==> config.mk <==
export PLATFORM = sky130hd
export DESIGN_NAME = backoff_master_flat
export DESIGN_NICKNAME = d
export VERILOG_FILES = /design/src/rtl/backoff_if.sv /design/src/rtl/backoff_master.sv /design/src/flat_wrapper.sv
export SDC_FILE = /design/constraint.sdc
export NUM_CORES = 1
export LEC_CHECK = 0
export BUFFER_PORTS_ARGS = -buffer_cell sky130_fd_sc_hd__clkbuf_2
export CELL_PAD_IN_SITES_DETAIL_PLACEMENT = 1
export CELL_PAD_IN_SITES_GLOBAL_PLACEMENT = 1
export CORE_AREA = 5 5 74 76
export DETAILED_ROUTE_END_ITERATION = 7
export DIE_AREA = 0 0 79 81
export GPL_TIMING_DRIVEN = 1
export PLACE_DENSITY_LB_ADDON = 0.1
export SETUP_SLACK_MARGIN = 0.3
export SLEW_MARGIN = 25
export SYNTH_ARGS = -nofsm -noshare
export SYNTH_HDL_FRONTEND = slang
export SYNTH_SLANG_ARGS = --single-unit
==> constraint.sdc <==
create_clock -name clk -period 1.9 [get_ports clk]
set_input_delay 0.19 -clock clk [delete_from_list [all_inputs] [get_ports clk]]
set_output_delay 0.19 -clock clk [all_outputs]
set_load 0.02 [all_outputs]
==> src/rtl/backoff_if.sv <==
`default_nettype none
// ============================================================================
//  Module      : backoff_if
//  Description : Handshake between a backoff initiator and a backoff_unit.
//                valid starts a timed backoff, interrupt cancels it, ack
//                reports that the window has elapsed.
//  Revision    : 1.0  initial release
// ============================================================================
interface backoff_if;
    logic valid;
    logic interrupt;
    logic ack;

    modport master (output valid, output interrupt, input ack);
    modport slave  (input valid, input interrupt, output ack);
endinterface
`default_nettype wire

==> src/rtl/backoff_master.sv <==
`default_nettype none
// ============================================================================
//  Module      : backoff_master
//  Description : Turns a failed coherence attempt into an exponentially
//                growing backoff request on backoff_if, cancels it on a snoop
//                event and reports retry/abort to the coherency controller.
//                Optional jitter: define BACKOFF_MASTER_JITTER_EN.
//  Revision    : 1.0  initial release
// ============================================================================
module backoff_master #(
    parameter int unsigned BASE_BACKOFF = 16,
    parameter int unsigned MAX_EXP      = 10,
    parameter logic [15:0] MAX_BACKOFF  = 16'd10000,
    parameter int unsigned ATTEMPT_W    = 8,
    parameter int unsigned JITTER_W     = 4
) (
    input  logic                 clk,
    input  logic                 rst,
    input  logic                 req_fail,
    input  logic                 req_success,
    input  logic                 snoop_event,
    output logic                 ready,
    output logic                 retry_go,
    output logic                 retry_abort,
    output logic [ATTEMPT_W-1:0] attempts,
    output logic [15:0]          backoff_value,
    backoff_if.master            backoff_if_inst
);

    typedef enum logic [2:0] {
        S_IDLE  = 3'd0,
        S_REQ   = 3'd1,
        S_WAIT  = 3'd2,
        S_DONE  = 3'd3,
        S_ABORT = 3'd4
    } state_t;

    state_t               state_q, state_d;
    logic                 ready_q, ready_d;
    logic                 valid_q, valid_d;
    logic                 retry_go_q, retry_go_d;
    logic                 retry_abort_q, retry_abort_d;
    logic [ATTEMPT_W-1:0] attempts_q, attempts_d;
    logic [15:0]          backoff_value_q, backoff_value_d;

    logic [JITTER_W-1:0]  jitter;
    logic [31:0]          win_shamt;
    logic [31:0]          win_exp;
    logic [31:0]          win_sum;
    logic [15:0]          win_value;

`ifdef BACKOFF_MASTER_JITTER_EN
    logic [15:0] lfsr_q, lfsr_d;

    // Free-running Fibonacci LFSR (taps 16,14,13,11) supplying jitter.
    always_comb begin
        lfsr_d = {lfsr_q[14:0], lfsr_q[15] ^ lfsr_q[13] ^ lfsr_q[12] ^ lfsr_q[10]};
    end

    // LFSR register, seeded on reset, advancing every cycle afterwards.
    always_ff @(posedge clk or posedge rst) begin
        if (rst) begin
            lfsr_q <= 16'hACE1;
        end else begin
            lfsr_q <= lfsr_d;
        end
    end

    assign jitter = lfsr_q[JITTER_W-1:0];
`else
    assign jitter = '0;
`endif

    // Window for the current (pre-increment) attempt count, saturated at the cap.
    always_comb begin
        win_shamt = (32'(attempts_q) > MAX_EXP) ? MAX_EXP : 32'(attempts_q);
        win_exp   = BASE_BACKOFF << win_shamt;
        win_sum   = win_exp + 32'(jitter);
        win_value = (win_sum > 32'(MAX_BACKOFF)) ? MAX_BACKOFF : win_sum[15:0];
    end

    // Next-state, attempt history and registered-output decode.
    always_comb begin
        state_d         = state_q;
        attempts_d      = attempts_q;
        backoff_value_d = backoff_value_q;

        case (state_q)
            S_IDLE: begin
                if (req_fail && !req_success) begin
                    state_d         = S_REQ;
                    backoff_value_d = win_value;
                    if (attempts_q != {ATTEMPT_W{1'b1}}) begin
                        attempts_d = attempts_q + 1'b1;
                    end
                end
            end
            S_REQ:   state_d = S_WAIT;
            S_WAIT: begin
                // ack beats a same-cycle snoop: the slave has already finished.
                if (backoff_if_inst.ack) begin
                    state_d = S_DONE;
                end else if (snoop_event) begin
                    state_d = S_ABORT;
                end
            end
            S_DONE:  state_d = S_IDLE;
            S_ABORT: state_d = S_IDLE;
            default: state_d = S_IDLE;
        endcase

        // Success wipes the history in any state, overriding an increment.
        if (req_success) begin
            attempts_d = '0;
        end

        ready_d       = (state_d == S_IDLE);
        valid_d       = (state_d == S_REQ);
        retry_go_d    = (state_d == S_DONE);
        retry_abort_d = (state_d == S_ABORT);
    end

    // FSM state and registered outputs.
    always_ff @(posedge clk or posedge rst) begin
        if (rst) begin
            state_q         <= S_IDLE;
            ready_q         <= 1'b1;
            valid_q         <= 1'b0;
            retry_go_q      <= 1'b0;
            retry_abort_q   <= 1'b0;
            attempts_q      <= '0;
            backoff_value_q <= '0;
        end else begin
            state_q         <= state_d;
            ready_q         <= ready_d;
            valid_q         <= valid_d;
            retry_go_q      <= retry_go_d;
            retry_abort_q   <= retry_abort_d;
            attempts_q      <= attempts_d;
            backoff_value_q <= backoff_value_d;
        end
    end

    assign ready         = ready_q;
    assign retry_go      = retry_go_q;
    assign retry_abort   = retry_abort_q;
    assign attempts      = attempts_q;
    assign backoff_value = backoff_value_q;

    assign backoff_if_inst.valid     = valid_q;
    assign backoff_if_inst.interrupt = (state_q == S_WAIT) && snoop_event;

endmodule
`default_nettype wire

==> src/flat_wrapper.sv <==
// flat-port wrapper written by rule: the top's interface ports become plain ports
module backoff_master_flat 
#(
    parameter int unsigned BASE_BACKOFF = 16,
    parameter int unsigned MAX_EXP      = 10,
    parameter logic [15:0] MAX_BACKOFF  = 16'd10000,
    parameter int unsigned ATTEMPT_W    = 8,
    parameter int unsigned JITTER_W     = 4
)
  (clk, rst, req_fail, req_success, snoop_event, ready, retry_go, retry_abort, attempts, backoff_value, backoff_if_inst_valid, backoff_if_inst_interrupt, backoff_if_inst_ack);
  backoff_if backoff_if_inst_i ();
  input  logic clk;
  input  logic rst;
  input  logic req_fail;
  input  logic req_success;
  input  logic snoop_event;
  output logic ready;
  output logic retry_go;
  output logic retry_abort;
  output logic [ATTEMPT_W-1:0] attempts;
  output logic [15:0] backoff_value;
  output wire logic [$bits(backoff_if_inst_i.valid)-1:0] backoff_if_inst_valid;
  output wire logic [$bits(backoff_if_inst_i.interrupt)-1:0] backoff_if_inst_interrupt;
  input wire logic [$bits(backoff_if_inst_i.ack)-1:0] backoff_if_inst_ack;
  assign backoff_if_inst_valid = backoff_if_inst_i.valid;
  assign backoff_if_inst_interrupt = backoff_if_inst_i.interrupt;
  assign backoff_if_inst_i.ack = backoff_if_inst_ack;
  backoff_master #(.BASE_BACKOFF(BASE_BACKOFF), .MAX_EXP(MAX_EXP), .MAX_BACKOFF(MAX_BACKOFF), .ATTEMPT_W(ATTEMPT_W), .JITTER_W(JITTER_W)) u_core (.clk(clk), .rst(rst), .req_fail(req_fail), .req_success(req_success), .snoop_event(snoop_event), .ready(ready), .retry_go(retry_go), .retry_abort(retry_abort), .attempts(attempts), .backoff_value(backoff_value), .backoff_if_inst(backoff_if_inst_i));
endmodule
==> metrics.md <==
| Metric | Value |
|---|---|
| Synth Flop Type | `dfrtp_1` |
| Total grt overflow | `0` |
| Drt initial violations | `64` |
| Power Density | `1060 nW/um^2` |
| Die height | `81 um` |
| Synth cell types | `37` |
| Highest Signal Layer | `met4` |
| I/O pin total | `35` |
| DP Cell Count | `229` |
| RSZ-0062 raised after global routing | `true` |
| Root Driver | `clkbuf_8` |
| Startpoint Class | `flop` |
| Clock skew | `0.00348 ns` |
| Max-slew violation count | `0` |
| Routed length on met1 | `1730 um` |
| Die area | `6400 um^2` |
| Final Worst Setup Slack | `0.228 ns` |
| FF-to-FF path depth | `3` |
| Chip width | `79 um` |
| TritonCTS Sinks | `27` |
| Vias in the first global route | `1334` |
| Antenna violations before repair | `0` |
| CTS H-tree depth | `1` |
| # setup viols final | `0` |
| Pin count of the biggest net entering global routing | `28` |
| P_leak | `0.850 nW` |
| Clock transition at path regs | `0.09 ns` |
| Via Count | `1242` |
| Fin crit period | `1.67 ns` |
| # DRC | `0` |
| CTS Buffer Depth | `2` |
| Layout Nets | `191` |
| Leading area contributor after synthesis | `dfrtp_1` |
| Critical path arrival | `1.84 ns` |
| Max-cap violations | `0` |
| Place WS | `0.132 ns` |
| Status | `finished, final reports clean` |
| Critical Path Fanout Max | `5` |
| Routability Congestion | `0.763` |
| Per-cell routed wire length | `16.4 um` |
| Placed wire-length estimate | `2880 um` |
| Count leader, synth | `dfrtp_1` |
| Worst Path Required | `2.07 ns` |
| Fmax | `0.598 GHz` |
| Clock latency on the worst-skew pair | `0.28 ns` |
| Placement row count | `25` |
| Share of the synthesized area in the top cell type | `47.4%` |
| Initial Util | `29.4%` |
| # port buffers | `30` |
| Final hold violations | `0` |
| First-pass GRT wire length | `6290 um` |
| Fraction of layout cells with a size suffix above 1 | `36.3%` |
| Antenna fix cells | `0` |
| Hold Crit Class | `input port to flop` |
| Design Power | `1.87 mW` |
| CTS tree | `built` |
| Via-to-Cell Ratio | `5.26` |
| Core Area | `4660 um^2` |
| Area contributors post-synth | `dfrtp_1 (47%), o21ai_0 (4.7%), a21oi_1 (3.6%), o41ai_1 (2.6%), mux2_2 (2.5%)` |
| Post-synth EDFFs | `0` |
| Commonest cells post-synth | `dfrtp_1 (26), o21ai_0 (13), a21oi_1 (10)` |
| Critical path class | `flop to flop` |
| Wire length on met2 | `1910 um` |
| Syn Inst Count | `140` |
| Number of fill cells in the layout | `540` |
| Non-filler cells, final | `236` |
| Max IR drop VDD | `492 uV` |
| Routed wl met3 | `189 um` |
| Drt pass-1 iters | `4` |
| Post-DRT Antenna Nets | `0` |
| CP endpoint kind | `flop` |
| Routed Wire Length | `3860 um` |
| Synthesized area per cell | `9.80 um^2` |
| Total global-route track usage | `12.7%` |
| Yosys reg bits | `27` |
| Setup total negative slack | `0 ns` |
| Area grow syn2layout | `28.7%` |
| Post-synthesis sequential area ratio | `49.4%` |
| Clock buffer count from CTS | `3` |
| Ys Warns | `0` |
| Tcrit/Tclk final | `88.0%` |
| Syn Std Cell Area | `1370 um^2` |
| Async S/R FF share, synth | `100%` |
| Hold Crit Depth | `2` |
==> state kept, by name, summed over array words and instances (netlist names) <==
signal / cells
u_core.backoff_value: 12
u_core.attempts: 8
u_core.retry_go: 1
u_core.state_q: 3
u_core.ready: 1
u_core.backoff_if_inst.valid: 1
u_core.retry_abort: 1
==> critical path: stages, from the launching register on <==
cell and delay, ns:
dfrtp_1 0.41, or4b_4 0.61, a21oi_2 0.18, mux2_2 0.36
==> report_power, final <==
part | switching, mW | internal [mW] | total (mW)
Combinational | 0.466 | 0.301 | 0.767
Clock | 0.188 | 0.151 | 0.338
Sequential | 0.0673 | 0.699 | 0.767
Total | 0.721 | 1.15 | 1.87
==> path summary, 6_finish.rpt <==
path,endpoint,startpoint,slack (ns)
max,u_core.attempts[0]$_DFFE_PP0P_,u_core.state_q[1]$_DFF_PP0_,0.23
min,u_core.retry_go$_DFF_PP0_,backoff_if_inst_ack,0.20
max reg2reg,u_core.attempts[0]$_DFFE_PP0P_,u_core.state_q[1]$_DFF_PP0_,0.23
min reg2reg,u_core.backoff_value[11]$_DFFE_PP0P_,u_core.backoff_value[11]$_DFFE_PP0P_,0.50
max in group asynchronous,u_core.ready$_DFF_PP1_,rst,1.11
min in group asynchronous,u_core.backoff_value[13]$_DFFE_PP0P_,rst,0.49
==> kinds of logic after synthesis <==
kind of cell	Yosys count	synth area share, %
adder cells (fa/ha/maj)	2	1.82
multiplexers	3	2.46
buffers and inverters	18	6.75
other	1	0.273
AND/OR/NAND/NOR	49	21.4
flip-flops	27	49.4
AO/OA/AOI/OAI	40	18.0
==> final cells by class <==
cell class | count | area, um^2 | share of cell area [%]
inverters | 5 | 18.8 | 1.06
well taps | 54 | 67.6 | 3.83
repair buffers | 47 | 284 | 16.1
clock buffers | 4 | 45.0 | 2.55
flip-flops and latches | 27 | 677 | 38.3
multi-input cells | 99 | 673 | 38.1
==> layer usage <==
layer,up-vias,GRT usage [%]
met3,4,2.66
met2,30,22.6
met1,622,15.2
met4,0,4.12
met5,-,0
li1,586,-
==> repair_timing <==
item                                    4_1_cts  5_1_grt
pin swaps                                     0        1
gates resized for setup                       3        6
buffers inserted                              0        1
hold buffers                                  1        0
cloned                                        0        1
endpoints found under the hold margin        26        0
endpoints found under the setup margin       13       12
==> layout by cell type, fill, tap and decap left out, types with 2 or more instances in the layout <==
cell type	instances
a21oi_1	9
o21ai_1	4
nand2b_1	5
o41ai_2	3
nor4_1	2
a311oi_1	2
nand3_1	4
or2_2	2
a31oi_1	5
nor2b_1	4
dfrtp_1	26
clkbuf_8	3
and2_1	2
buf_4	15
and3_1	4
nand2_1	5
nor3_1	5
o21bai_1	2
inv_1	5
nor2_1	6
o21ai_0	9
conb_1	4
mux2_2	2
clkbuf_2	30
==> through the flow <==
| stage | util, % | cell area, um^2 | hold WS, ns |
|---|---|---|---|
| 5_1_grt | 37.9 | 1770 | 0.193 |
| 3_3_place_gp | 35.6 | 1660 | 0.252 |
| 4_1_cts | 36.9 | 1720 | 0.201 |
| 6_report | 37.9 | 1770 | 0.203 |
| 2_1_floorplan | - | 1410 | 0.242 |
| 3_5_place_dp | 35.6 | 1660 | 0.263 |
Note: power is estimated with default switching activity, not from simulation.
